**src/rtl/vga_pkg.sv**
```systemverilog
// Shared widths, screen geometry and the {x, y} coordinate packing used by the
// VGA pixel arbiter and its requesters.
package vga_pkg;

    localparam int X_W      = 8;
    localparam int Y_W      = 7;
    localparam int COORD_W  = 15;
    localparam int COLOUR_W = 9;
    localparam int SCREEN_W = 160;
    localparam int SCREEN_H = 120;

    typedef enum logic {
        ST_ARB   = 1'b0,
        ST_CLEAR = 1'b1
    } arb_state_e;

    // A coordinate word is {x, y}: x in the upper X_W bits, y in the lower Y_W bits.
    function automatic logic [COORD_W-1:0] pack_coord(input logic [X_W-1:0] x,
                                                      input logic [Y_W-1:0] y);
        return {x, y};
    endfunction

    function automatic logic [X_W-1:0] coord_x(input logic [COORD_W-1:0] c);
        return c[COORD_W-1 -: X_W];
    endfunction

    function automatic logic [Y_W-1:0] coord_y(input logic [COORD_W-1:0] c);
        return c[Y_W-1:0];
    endfunction

endpackage

```
**src/rtl/pixel_grant_logic.sv**
```systemverilog
// Combinational one-hot grant for the pixel arbiter: fixed lowest-index
// priority, or a round-robin search starting at ptr_i when RR_EN is set.
module pixel_grant_logic
    import vga_pkg::*;
#(
    parameter int NUM_PORTS = 3,
    parameter int PTR_W     = 2,
    parameter bit RR_EN     = 1'b0
) (
    input  logic [NUM_PORTS-1:0] valid_i,
    input  logic [PTR_W-1:0]     ptr_i,
    input  logic                 en_i,
    output logic [NUM_PORTS-1:0] grant_o,
    output logic [PTR_W-1:0]     grant_idx_o
);

    logic [NUM_PORTS-1:0] grant_fixed;
    logic [NUM_PORTS-1:0] grant_rr;
    logic [PTR_W-1:0]     idx_fixed;
    logic [PTR_W-1:0]     idx_rr;
    logic [PTR_W:0]       rr_sum;
    logic [PTR_W-1:0]     rr_idx;

    // Scanning from the far end lets the nearest candidate overwrite the rest.
    always_comb begin
        grant_fixed = '0;
        idx_fixed   = '0;
        for (int i = NUM_PORTS - 1; i >= 0; i--) begin
            if (valid_i[i]) begin
                grant_fixed    = '0;
                grant_fixed[i] = 1'b1;
                idx_fixed      = PTR_W'(i);
            end
        end
    end

    always_comb begin
        grant_rr = '0;
        idx_rr   = '0;
        rr_sum   = '0;
        rr_idx   = '0;
        for (int k = NUM_PORTS - 1; k >= 0; k--) begin
            rr_sum = {1'b0, ptr_i} + (PTR_W+1)'(k);
            if (rr_sum >= (PTR_W+1)'(NUM_PORTS)) begin
                rr_sum = rr_sum - (PTR_W+1)'(NUM_PORTS);
            end
            rr_idx = rr_sum[PTR_W-1:0];
            if (valid_i[rr_idx]) begin
                grant_rr         = '0;
                grant_rr[rr_idx] = 1'b1;
                idx_rr           = rr_idx;
            end
        end
    end

    assign grant_o     = !en_i ? '0 : (RR_EN ? grant_rr : grant_fixed);
    assign grant_idx_o = RR_EN ? idx_rr : idx_fixed;

endmodule

```
**src/rtl/vga_pixel_arbiter.sv**
```systemverilog
// Merges NUM_PORTS pixel streams into one registered VGA write port, with
// off-screen clipping and a full-screen clear. Define VGA_PIXEL_ARB_RR_EN for round-robin.
module vga_pixel_arbiter
    import vga_pkg::*;
#(
    parameter int NUM_PORTS = 3,
    parameter int SCREEN_W  = vga_pkg::SCREEN_W,
    parameter int SCREEN_H  = vga_pkg::SCREEN_H
) (
    input  logic                          clk,
    input  logic                          resetn,
    input  logic [NUM_PORTS-1:0]          req_valid,
    input  logic [NUM_PORTS*COORD_W-1:0]  req_coord,
    input  logic [NUM_PORTS*COLOUR_W-1:0] req_colour,
    output logic [NUM_PORTS-1:0]          req_ready,
    input  logic                          clear_start,
    input  logic [COLOUR_W-1:0]           clear_colour,
    output logic                          clear_done,
    output logic [X_W-1:0]                vga_x,
    output logic [Y_W-1:0]                vga_y,
    output logic [COLOUR_W-1:0]           vga_colour,
    output logic                          vga_plot,
    output logic [15:0]                   clip_count,
    output logic                          busy
);

    localparam int PTR_W = (NUM_PORTS > 1) ? $clog2(NUM_PORTS) : 1;
    localparam logic [X_W-1:0] X_LAST = X_W'(SCREEN_W - 1);
    localparam logic [Y_W-1:0] Y_LAST = Y_W'(SCREEN_H - 1);

    arb_state_e           state_q, state_d;
    logic [X_W-1:0]       cx_q, cx_d;
    logic [Y_W-1:0]       cy_q, cy_d;
    logic [COLOUR_W-1:0]  clr_colour_q, clr_colour_d;
    logic [X_W-1:0]       vga_x_q, vga_x_d;
    logic [Y_W-1:0]       vga_y_q, vga_y_d;
    logic [COLOUR_W-1:0]  vga_colour_q, vga_colour_d;
    logic                 vga_plot_q, vga_plot_d;
    logic                 clear_done_q, clear_done_d;
    logic [15:0]          clip_count_q, clip_count_d;

    logic                 grant_en;
    logic                 transfer;
    logic [PTR_W-1:0]     grant_idx;
    logic [PTR_W-1:0]     ptr;
    logic [COORD_W-1:0]   sel_coord;
    logic [COLOUR_W-1:0]  sel_colour;
    logic [X_W-1:0]       sel_x;
    logic [Y_W-1:0]       sel_y;
    logic                 sel_onscreen;

`ifdef VGA_PIXEL_ARB_RR_EN
    localparam bit RR_EN = 1'b1;
    logic [PTR_W-1:0] ptr_q, ptr_d;

    always_comb begin
        ptr_d = ptr_q;
        if (transfer) begin
            ptr_d = (grant_idx == PTR_W'(NUM_PORTS - 1)) ? '0 : grant_idx + 1'b1;
        end
    end

    always_ff @(posedge clk) begin
        if (!resetn) ptr_q <= '0;
        else         ptr_q <= ptr_d;
    end

    assign ptr = ptr_q;
`else
    localparam bit RR_EN = 1'b0;
    assign ptr = '0;
`endif

    // A clear request in ARB takes the cycle, so nobody is granted alongside it.
    assign grant_en = (state_q == ST_ARB) && !clear_start;
    assign transfer = |req_ready;

    pixel_grant_logic #(
        .NUM_PORTS (NUM_PORTS),
        .PTR_W     (PTR_W),
        .RR_EN     (RR_EN)
    ) u_grant (
        .valid_i     (req_valid),
        .ptr_i       (ptr),
        .en_i        (grant_en),
        .grant_o     (req_ready),
        .grant_idx_o (grant_idx)
    );

    assign sel_coord    = req_coord[grant_idx*COORD_W +: COORD_W];
    assign sel_colour   = req_colour[grant_idx*COLOUR_W +: COLOUR_W];
    assign sel_x        = coord_x(sel_coord);
    assign sel_y        = coord_y(sel_coord);
    assign sel_onscreen = (sel_x <= X_LAST) && (sel_y <= Y_LAST);

    always_comb begin
        state_d      = state_q;
        cx_d         = cx_q;
        cy_d         = cy_q;
        clr_colour_d = clr_colour_q;
        vga_x_d      = vga_x_q;
        vga_y_d      = vga_y_q;
        vga_colour_d = vga_colour_q;
        vga_plot_d   = 1'b0;
        clear_done_d = 1'b0;
        clip_count_d = clip_count_q;
        unique case (state_q)
            ST_ARB: begin
                if (clear_start) begin
                    state_d      = ST_CLEAR;
                    cx_d         = '0;
                    cy_d         = '0;
                    clr_colour_d = clear_colour;
                end else if (transfer) begin
                    if (sel_onscreen) begin
                        vga_x_d      = sel_x;
                        vga_y_d      = sel_y;
                        vga_colour_d = sel_colour;
                        vga_plot_d   = 1'b1;
                    end else if (clip_count_q != 16'hFFFF) begin
                        clip_count_d = clip_count_q + 16'd1;
                    end
                end
            end
            ST_CLEAR: begin
                vga_x_d      = cx_q;
                vga_y_d      = cy_q;
                vga_colour_d = clr_colour_q;
                vga_plot_d   = 1'b1;
                if (cx_q == X_LAST) begin
                    cx_d = '0;
                    if (cy_q == Y_LAST) begin
                        cy_d         = '0;
                        state_d      = ST_ARB;
                        clear_done_d = 1'b1;
                    end else begin
                        cy_d = cy_q + 1'b1;
                    end
                end else begin
                    cx_d = cx_q + 1'b1;
                end
            end
            default: state_d = ST_ARB;
        endcase
    end

    always_ff @(posedge clk) begin
        if (!resetn) begin
            state_q      <= ST_ARB;
            cx_q         <= '0;
            cy_q         <= '0;
            clr_colour_q <= '0;
            vga_x_q      <= '0;
            vga_y_q      <= '0;
            vga_colour_q <= '0;
            vga_plot_q   <= 1'b0;
            clear_done_q <= 1'b0;
            clip_count_q <= '0;
        end else begin
            state_q      <= state_d;
            cx_q         <= cx_d;
            cy_q         <= cy_d;
            clr_colour_q <= clr_colour_d;
            vga_x_q      <= vga_x_d;
            vga_y_q      <= vga_y_d;
            vga_colour_q <= vga_colour_d;
            vga_plot_q   <= vga_plot_d;
            clear_done_q <= clear_done_d;
            clip_count_q <= clip_count_d;
        end
    end

    assign vga_x      = vga_x_q;
    assign vga_y      = vga_y_q;
    assign vga_colour = vga_colour_q;
    assign vga_plot   = vga_plot_q;
    assign clear_done = clear_done_q;
    assign clip_count = clip_count_q;
    assign busy       = (state_q == ST_CLEAR);

endmodule

```
**config.mk**
```make
export PLATFORM = sky130hd
export DESIGN_NAME = vga_pixel_arbiter
export DESIGN_NICKNAME = d
export VERILOG_FILES = /design/src/rtl/vga_pkg.sv /design/src/rtl/pixel_grant_logic.sv /design/src/rtl/vga_pixel_arbiter.sv
export SDC_FILE = /design/constraint.sdc
export NUM_CORES = 1
export LEC_CHECK = 0
export ABC_AREA = 0
export CAP_MARGIN = 10
export CORE_ASPECT_RATIO = 0.7
export CORE_MARGIN = 4
export CORE_UTILIZATION = 30
export DETAILED_ROUTE_END_ITERATION = 8
export PLACE_DENSITY = 0.56
export SLEW_MARGIN = 0
export SYNTH_ARGS = -nofsm -noshare
export SYNTH_HDL_FRONTEND = slang
export SYNTH_SLANG_ARGS = --single-unit
```
**constraint.sdc**
```tcl
create_clock -name clk -period 3.24 [get_ports clk]
set_input_delay 0.648 -clock clk [delete_from_list [all_inputs] [get_ports clk]]
set_output_delay 0.648 -clock clk [all_outputs]
set_load 0.005 [all_outputs]
```
# Yosys cells after proc, flatten, opt, wreduce, memory -nomap -nowiden

Index checks and enable logic that the tools add are counted.

$add $sub $neg: 3
$mul: 2
Div/mod/pow operators: 0
Magnitude comparators: 2
Equality and inequality tests: 8
Shifts and indexed selects: 2
Multiplexer cells: 35
Bitwise gates (word level): 3
Reductions and logical operators: 9

Operator list:

| cell                                                                | number |
|---|---|
| 45-bit by 7-bit indexed part select with 15-bit output              | 1 |
| 7-bit two-way mux                                                   | 6 |
| 8-bit two-way mux                                                   | 5 |
| 8-bit case mux with 2 select lines                                  | 2 |
| 7-bit case mux with 2 select lines                                  | 2 |
| 9-bit two-way mux                                                   | 3 |
| 27-bit by 7-bit indexed part select with 9-bit output               | 1 |
| 9-bit case mux with 2 select lines                                  | 1 |
| 16-bit by 1-bit adder with 16-bit output (second input constant)    | 1 |
| 16-bit inequality test (second input constant)                      | 1 |
| 2-bit by 4-bit multiplier with 6-bit output (second input constant) | 2 |
| 3-bit two-way mux                                                   | 4 |
| 8-bit by 1-bit adder with 8-bit output (second input constant)      | 1 |
| 8-bit == test (second input constant)                               | 1 |
| 8-bit less-or-equal comparator (second input constant)              | 1 |
| 2-bit inequality test (second input constant)                       | 4 |
| 7-bit by 1-bit adder with 7-bit output (second input constant)      | 1 |
| 7-bit == test (second input constant)                               | 1 |
| 7-bit less-or-equal comparator (second input constant)              | 1 |
| 1-bit two-way mux                                                   | 7 |
| 2-bit two-way mux                                                   | 3 |
| 3-bit AND reduction                                                 | 2 |
| 5-bit AND reduction                                                 | 1 |
| 1-bit case mux with 2 select lines                                  | 2 |
| other kinds (6)                                                     | 10 |

Flip-flop bits (word level): 67
Bits in latches: 0
Memory bits (writable): 0
ROM bits: 0
Input bits: 87
Output and inout bits: 46
Logic and storage cells: 74
Memories: 0

# Depth between registers and ports, before layout

Gate-level depths: netlist (run 1).

Depth in word-level cells: 11
Gate-level depth with buffers: 8
Gate-level depth less buffers: 6

# Cells and area by module

A second synthesis (run 1) with hierarchy kept.

Cell total of the unflattened synthesis: 438
Area, all modules: 3,633.5 µm²

Modules (own cells, without submodules):

| module            | times used | cells an instance | area an instance (µm²) | seq. area each (µm²) |
|---|---|---|---|---|
| vga_pixel_arbiter | 1          | 433               | 3,587.2                | 1,341.3 |
| pixel_grant_logic | 1          | 5                 | 46.3                   | 0.0 |

# Worst setup path after synthesis (run 1)

No wires, ideal clock.

Path kind: input to register
Start: input port req_valid[0]
End: register vga_colour_q[0], in the netlist vga_colour[0]
Library setup time: 0.131 ns
Arrival: 2.139 ns
Slack: 0.970 ns
Stages on the path: 7
Path buffers: 2
Cell sequence: buf_6 > or4b_1 > o221a_2 > a41o_2 > buf_6 > o2111ai_1 > o211ai_1

Cells in the longest elaborated chain, start to end: 7
Elaborated cells on any way between the ends: 18
Classes of those cells: 2 x mul; 2 x order compare; 2 x eq/ne; 2 x shift; 7 x mux; 3 x reduce/logical

Ends and longest elaborated chain:

| item                                                                                                                                   | line                                              | source |
|---|---|---|
| start, declared                                                                                                                        | vga_pixel_arbiter.sv:12                           | `input logic [NUM_PORTS-1:0] req_valid,` |
| 2-bit two-way mux                                                                                                                      | pixel_grant_logic.sv:29                           | `if (valid_i[i]) begin` |
| 2-bit by 4-bit multiplier with 6-bit output (on tied branches)                                                                         | vga_pixel_arbiter.sv:90, vga_pixel_arbiter.sv:91  |  |
| 45-bit by 7-bit indexed part select with 15-bit output / 27-bit by 7-bit indexed part select with 9-bit output (equally long branches) | vga_pixel_arbiter.sv:90, vga_pixel_arbiter.sv:91  |  |
| 8-bit less-or-equal comparator, or another cell as far along                                                                           | vga_pixel_arbiter.sv:94                           | `assign sel_onscreen = (sel_x <= X_LAST) && (sel_y <= Y_LAST);` |
| 1-bit logical AND / 9-bit two-way mux (equally long branches)                                                                          | vga_pixel_arbiter.sv:94, vga_pixel_arbiter.sv:114 |  |
| 2-bit inequality test (no line) / 9-bit two-way mux (equally long branches)                                                            | -                                                 |  |
| 3-bit AND reduction (no line) / 9-bit case mux with 2 select lines (equally long branches)                                             | -                                                 |  |
| end signal, assigned                                                                                                                   | vga_pixel_arbiter.sv:166                          | `vga_colour_q <= vga_colour_d;` |
| end, declared                                                                                                                          | vga_pixel_arbiter.sv:37                           | `logic [COLOUR_W-1:0] vga_colour_q, vga_colour_d;` |

Several ways; a longest one is shown, not always the timed one. The select of a mux whose other input is x is not followed.
A chain may end at the register's enable or synchronous reset.

# Worst setup path after layout (run 1)

Start: input port req_valid[0]
End: output port req_ready[1]

Cells in the longest elaborated chain, start to end: 2

Ends and longest elaborated chain:

| item              | line                    | source |
|---|---|---|
| 3-bit two-way mux | pixel_grant_logic.sv:29 |  |
| 3-bit two-way mux | pixel_grant_logic.sv:56 | `assign grant_o = !en_i ? '0 : (RR_EN ? grant_rr : grant_fixed);` |
| end, declared     | vga_pixel_arbiter.sv:15 | `output logic [NUM_PORTS-1:0] req_ready,` |

Every way passes these cells.

==> results.txt, run 1 <==
outcome - completed
critical path arrival - 2.46 ns
Max Clock Freq - 322 MHz
number of synthesized flops with an enable pin - 0
Worst Hold Class - flop to flop
largest incremental delay on the critical path - 0.56 ns
CTS Hold Bufs - 0
first-pass GRT wire length - 21.2 mm
DIE HEIGHT - 106 µm
clk root buf - clkbuf_16
Slew HR - 53.0%
Synth Net Count - 574
worst hold margin - 0.475 ns
commonest non-fill, non-tap cells in the layout - 130 x clkdlybuf4s50_1, 75 x nand2_1, 67 x dfxtp_1, 33 x mux2i_1, 22 x nor2_1
Clk Latency, worst-skew pair - 0.34 ns
antenna viol nets, final - 0
Initial Util - 31.1%
vias in the first global route - 4058
post-DR wirelength/cell - 16.7 µm
setup bufs post-CTS - 0
# IOs - 133
total of max-cap violations - 0
input/output buffers - 132
dpl ws - 0.0944 ns
most area-hungry cell type in the Yosys netlist - dfxtp_1
initial antenna violation count - 0
register area share after synthesis - 32.3%
antenna diode count - 0
CTS sink count - 67
syn avg cell area - 8.57 µm²
setup slack after layout - 0.132 ns
share of cells above drive strength 1 - 11.0%
htree depth - 3
std cell rows - 35
via count - 4121
final hold viol count - 0
# nets final - 696
Reg power frac - 39.0%
top post-synthesis cells by area - dfxtp_1 32%, mux2i_1 8.0%, nand2_1 6.8%, o2111ai_1 4.4%, nand2b_1 2.7%
Synth Flop Type - dfxtp_1
Least-Margin Pin Slew - 0.706 ns
dpl hpwl - 9.97 mm
cell repeated most along the worst path - clkdlybuf4s50_1
Tot GR Track Use - 16.7%
vias per cell - 5.18
Syn Inst Count - 484
CTS tree - yes
Mapped Area - 4150 µm²
RSZ-0062 raised after global routing - false
YS warnings - 0
Die Area - 15800 µm²
slowest cell on the critical path - clkdlybuf4s50_1
Non-Filler Instances - 796
Num CTS Buffers - 9
share of the synthesized area in the top cell type - 32.3%
placed cells - 780
deepest clock path buffer count - 2
crit-path cells - clkdlybuf4s50_1, nand2b_1, buf_4, nor2_1, clkdlybuf4s50_1
required time worst endpoint - 2.59 ns
largest net degree at the start of global routing - 76
pwr/cell area - 381 nW/µm²
GRT overflow - 0
R2R cell count - 5
Logic pwr share - 20.3%
Util after Layout - 44.3%
FFs w/ async S/R, synth - 0%
Clock Pin Slew Worst Setup and Hold Paths - 0.06 ns
Sw Pwr - 0.607 mW
Net Sw Frac - 26.9%
post-layout min period - 3.11 ns
internal power - 1.65 mW
Leak - 2.19 nW
# DRC - 0
Clock Skews - 0.0117 ns
final wirelength - 13.3 mm
Core Footprint - 13400 µm²
Max IR drop VDD - 0.262 mV
worst-path fanout max - 12
clock power share - 40.7%
Seq cells post-synth - 67
GP Congestion - 0.822
initial DRC count - 190
sum of negative setup slack - 0 ns
CP Launch Type - input pin
Gates resized, CTS repair - 0
WS Path Type - input pin to output port
drt first pass iters - 5
die width - 149 µm
Crit. End Element - output port
Max Slew Vio Count - 0
Area Growth Syn to Fin - 42.5%
library cells used by synthesis - 58
final setup fails - 0
fillcell total - 1341
commonest non-fill, non-tap cell in the layout - clkdlybuf4s50_1
cell depth of the worst min-delay path - 2
crit share post-route - 95.9%
==> power groups by stage <==
stage          combinational, mW  sequential [mW]  clock (mW)
2_1_floorplan              0.234            0.893           0
3_3_place_gp               0.454            0.896           0
3_5_place_dp               0.458            0.896           0
4_1_cts                    0.461            0.879       0.940
5_1_grt                    0.498            0.883       0.982
6_report                   0.457            0.879       0.919
==> cell usage after synthesis, drive strengths merged (3+ instances only) <==
cell,n
or4b,6
o211a,10
nor2b,10
and2,9
and3,13
ha,3
o2111ai,24
nand2,75
nor2,23
a21oi,16
clkbuf,23
buf,16
or3,3
nand2b,18
a211oi,6
dfxtp,67
inv,7
and4,4
nor3b,4
a21boi,13
nor3,7
nand4,7
o211ai,12
a311o,6
mux2i,33
a31oi,10
nand3,18
o21ai,16
o221a,5
==> flip-flops by register name (all words and copies together) (netlist names) <==
name          count
clr_colour_q      9
vga_y             7
clip_count       16
vga_x             8
busy              1
cy_q              7
cx_q              8
vga_colour        9
clear_done        1
vga_plot          1
==> final cells by class <==
| cell class | instances | area, µm² | area share (%) |
|---|---|---|---|
| inverters | 7 | 26.3 | 0.445 |
| clock buffers | 11 | 253 | 4.28 |
| well taps | 185 | 231 | 3.92 |
| repair buffers | 150 | 1470 | 24.9 |
| multi-input cells | 371 | 2560 | 43.4 |
| clock inverters | 5 | 27.5 | 0.466 |
| flip-flops and latches | 67 | 1340 | 22.7 |
==> critical path, delay by kind of cell <==
kind	cells	cell delay (ns)
buf+inv	3	1.33
simple gates	2	0.46
==> worst paths after layout <==
| check | end | from | slack (ns) |
|---|---|---|---|
| worst max register to register | clip_count[1] | clip_count[2] | 1.17 |
| worst max-delay path | req_ready[1] | req_valid[0] | 0.13 |
| worst min-delay path | clr_colour_q[7] | clr_colour_q[7] | 0.48 |
| worst min register to register | clr_colour_q[7] | clr_colour_q[7] | 0.48 |
==> layer usage <==
layer,GRT usage (%),up-vias,part of all wire (%)
met5,0,-,0
met1,24.2,1902,51
met3,6.14,4,9.1
li1,-,2055,-
met2,23.1,160,40
met4,4.28,0,0.49
==> metrics by stage <==
step                instance area [µm²]  power (mW)
floorplan                          4150        1.13
global placement                   5630        1.35
detailed placement                 5630        1.35
CTS                                5910        2.28
global route                       5910        2.36
finish                             5910        2.25
==> cells by family after synthesis <==
| kind of cell | Yosys count | share of synthesized area, % |
|---|---|---|
| compound gates | 131 | 26.2 |
| fa+ha+maj | 3 | 0.905 |
| buf+inv | 46 | 5.88 |
| flops | 67 | 32.3 |
| mux | 33 | 7.96 |
| simple gates | 204 | 26.7 |
No activity file was read; power rests on OpenSTA's default activity.
==> inputs of run 2 (changes only) <==
CORE_UTILIZATION = 52   (was 30)
CTS_BUF_LIST = sky130_fd_sc_hd__clkbuf_4 sky130_fd_sc_hd__clkbuf_8   (was not set)
PLACE_DENSITY = 0.93   (was 0.56)
==> run 2 against run 1 <==
Compared with the run above: register-to-register slack got worse by 0.19 ns; largest cell class unchanged; routed wire length decreased by 11%; die area decreased by 40%; sequential power about the same; sequential share of layout area increased by 0.94 points; via count increased by 2.1%; setup slack improved by 0.084 ns; combinational power decreased by 2%; first-iteration DRC count increased by 76%; final area decreased by 4.0%; critical path type unchanged; power decreased by 11%.
==> results.txt, run 2 (synthesis results as in run 1) <==
Max IR drop VDD - 0.196 mV (was 0.262 mV)
critical path arrival - 2.38 ns (was 2.46 ns)
initial DRC count - 335 (was 190)
total of max-cap violations - 0 (unchanged)
required time worst endpoint - 2.59 ns (about the same)
Final Instance Area - 5680 µm² (was 5910 µm²)
Die Area - 9490 µm² (was 15800 µm²)
commonest non-fill, non-tap cell in the layout - clkdlybuf4s50_1 (unchanged)
crit-path cells - clkdlybuf4s50_1, nand2b_2, buf_4, nor2_1, clkdlybuf4s50_1 (was clkdlybuf4s50_1, nand2b_1, buf_4, nor2_1, clkdlybuf4s50_1)
Slew HR - 31.7% (was 53.0%)
Worst Setup SP - req_valid[0] (unchanged)
crit share post-route - 93.3% (was 95.9%)
worst r2r dst - vga_x[6] (was clip_count[1])
commonest non-fill, non-tap cells in the layout - 131 x clkdlybuf4s50_1, 75 x nand2_1, 67 x dfxtp_1, 33 x mux2i_1, 22 x nor2_1 (was 130 x clkdlybuf4s50_1, 75 x nand2_1, 67 x dfxtp_1, 33 x mux2i_1, 22 x nor2_1)
Worst Hold Class - flop to flop (unchanged)
slowest cell on the critical path - clkdlybuf4s50_1 (unchanged)
GRT overflow - 0 (unchanged)
via count - 4207 (was 4121)
drt first pass iters - 4 (was 5)
Crit. End Element - output port (unchanged)
final setup fails - 0 (unchanged)
clk root buf - clkbuf_8 (was clkbuf_16)
Non-Filler Instances - 703 (was 796)
post-DR wirelength/cell - 17.0 µm (was 16.7 µm)
Max Slew Vio Count - 0 (unchanged)
Area Growth Syn to Fin - 36.8% (was 42.5%)
vias in the first global route - 4031 (was 4058)
R2R cell count - 6 (was 5)
# IOs - 133 (unchanged)
dpl hpwl - 8.74 mm (was 9.97 mm)
Reg-to-Reg Start - busy (was clip_count[2])
RSZ-0062 raised after global routing - false (unchanged)
Leak - 2.11 nW (was 2.19 nW)
vias per cell - 5.98 (was 5.18)
Buf/Inv on CP - 3 (unchanged)
largest incremental delay on the critical path - 0.57 ns (was 0.56 ns)
fillcell total - 534 (was 1341)
Tot GR Track Use - 25.6% (was 16.7%)
Max Clock Freq - 331 MHz (was 322 MHz)
die width - 115 µm (was 149 µm)
Core Footprint - 7510 µm² (was 13400 µm²)
input/output buffers - 132 (unchanged)
WS Path Type - input pin to output port (unchanged)
worst-path fanout max - 12 (unchanged)
# nets final - 691 (was 696)
pwr/cell area - 355 nW/µm² (was 381 nW/µm²)
critical path capture point - req_ready[1] (unchanged)
CTS sink count - 67 (unchanged)
CP Launch Type - input pin (unchanged)
DIE HEIGHT - 82.7 µm (was 106 µm)
number of flip-flops in the largest register - 16 (unchanged)
# DRC - 0 (unchanged)
std cell rows - 26 (was 35)
CTS Hold Bufs - 0 (unchanged)
Gates resized, CTS repair - 0 (unchanged)
placed cells - 688 (was 780)
worst hold margin - 0.474 ns (was 0.475 ns)
deepest clock path buffer count - 2 (unchanged)
antenna viol nets, final - 0 (unchanged)
htree depth - 3 (unchanged)
Least-Margin Pin Slew - 1.02 ns (was 0.706 ns)
share of cells above drive strength 1 - 10.2% (was 11.0%)
sum of negative setup slack - 0 ns (unchanged)
first-pass GRT wire length - 19.4 mm (was 21.2 mm)
Initial Util - 55.2% (was 31.1%)
GP Congestion - 0.906 (was 0.822)
final hold viol count - 0 (unchanged)
top cell family by delay on the critical path - buffers and inverters (unchanged)
cell repeated most along the worst path - clkdlybuf4s50_1 (unchanged)
CTS tree - yes (unchanged)
largest net degree at the start of global routing - 115 (was 76)
path length in cells of the critical path - 5 (unchanged)
setup bufs post-CTS - 0 (unchanged)
post-layout min period - 3.02 ns (was 3.11 ns)
Clock Skews - 0.0111 ns (was 0.0117 ns)
initial antenna violation count - 0 (unchanged)
r2r setup slk - 0.98 ns (was 1.17 ns)
placed cell area - 5480 µm² (was 5630 µm²)
Clk Latency, worst-skew pair - 0.35 ns (was 0.34 ns)
antenna diode count - 0 (unchanged)
outcome - completed (unchanged)
Num CTS Buffers - 9 (unchanged)
Clock Pin Slew Worst Setup and Hold Paths - 0.08 ns (was 0.06 ns)
final wirelength - 11.9 mm (was 13.3 mm)
[run 2: changes by cell type in the layout (fill, tap and decap cells not counted), moves of 2 or more]
| cell | before | now |
|---|---|---|
| buf_4 | 18 | 13 |
| clkbuf_8 | 2 | 9 |
| clkinv_2 | 4 | 1 |
| clkbuf_16 | 9 | 0 |
| clkinv_4 | 0 | 2 |
[run 2: power breakdown]
part           total (mW)  switching [mW]  internal [mW]
Combinational       0.448           0.214          0.234
Sequential          0.876          0.0207          0.856
Clock               0.688           0.336          0.352
[run 2: worst register-to-register path: cells and delay by family, from the launching register on]
kind,cells,cell delay (ns)
simple gates,2,0.79
compound gates,2,0.65
buf+inv,2,0.39
flops,1,0.31
[run 2: routing by layer]
layer | wire [µm] | track usage [%] | vias up | part of all wire (%)
li1 | - | - | 2044 | -
met1 | 5310 | 33.3 | 1944 | 45
met2 | 5250 | 41.2 | 204 | 44
met3 | 1200 | 7.65 | 15 | 10
met4 | 165 | 7.85 | 0 | 1.4
met5 | 0 | 0 | - | 0
[run 2: area by class of cell]
class / count / area (µm²) / share of cell area [%]
clock buffers: 9 / 124 / 2.18
well taps: 98 / 123 / 2.16
flip-flops and latches: 67 / 1340 / 23.6
clock inverters: 6 / 67.6 / 1.19
repair buffers: 145 / 1430 / 25.2
multi-input cells: 371 / 2560 / 45.2
inverters: 7 / 26.3 / 0.463
[run 2: worst min path at each step]
stage | start | slack [ns] | endpoint | depth (start not counted)
after detailed placement | clr_colour_q[5] | 0.46 | clr_colour_q[5] | 2
after floorplan | clr_colour_q[0] | 0.44 | clr_colour_q[0] | 2
final | clr_colour_q[5] | 0.47 | clr_colour_q[5] | 2
after global routing | clr_colour_q[4] | 0.49 | clr_colour_q[4] | 2
after CTS | clr_colour_q[5] | 0.47 | clr_colour_q[5] | 2
after global placement | clr_colour_q[3] | 0.45 | clr_colour_q[3] | 2
[run 2: through the flow]
stage	total power, mW	utilization (%)	setup WS, ns
after global routing	2.09	75.5	0.0628
after global placement	1.33	72.9	0.209
final	2.01	75.5	0.217
after CTS	2.02	75.5	0.114
after floorplan	1.13	-	0.970
after detailed placement	1.34	72.9	0.0763
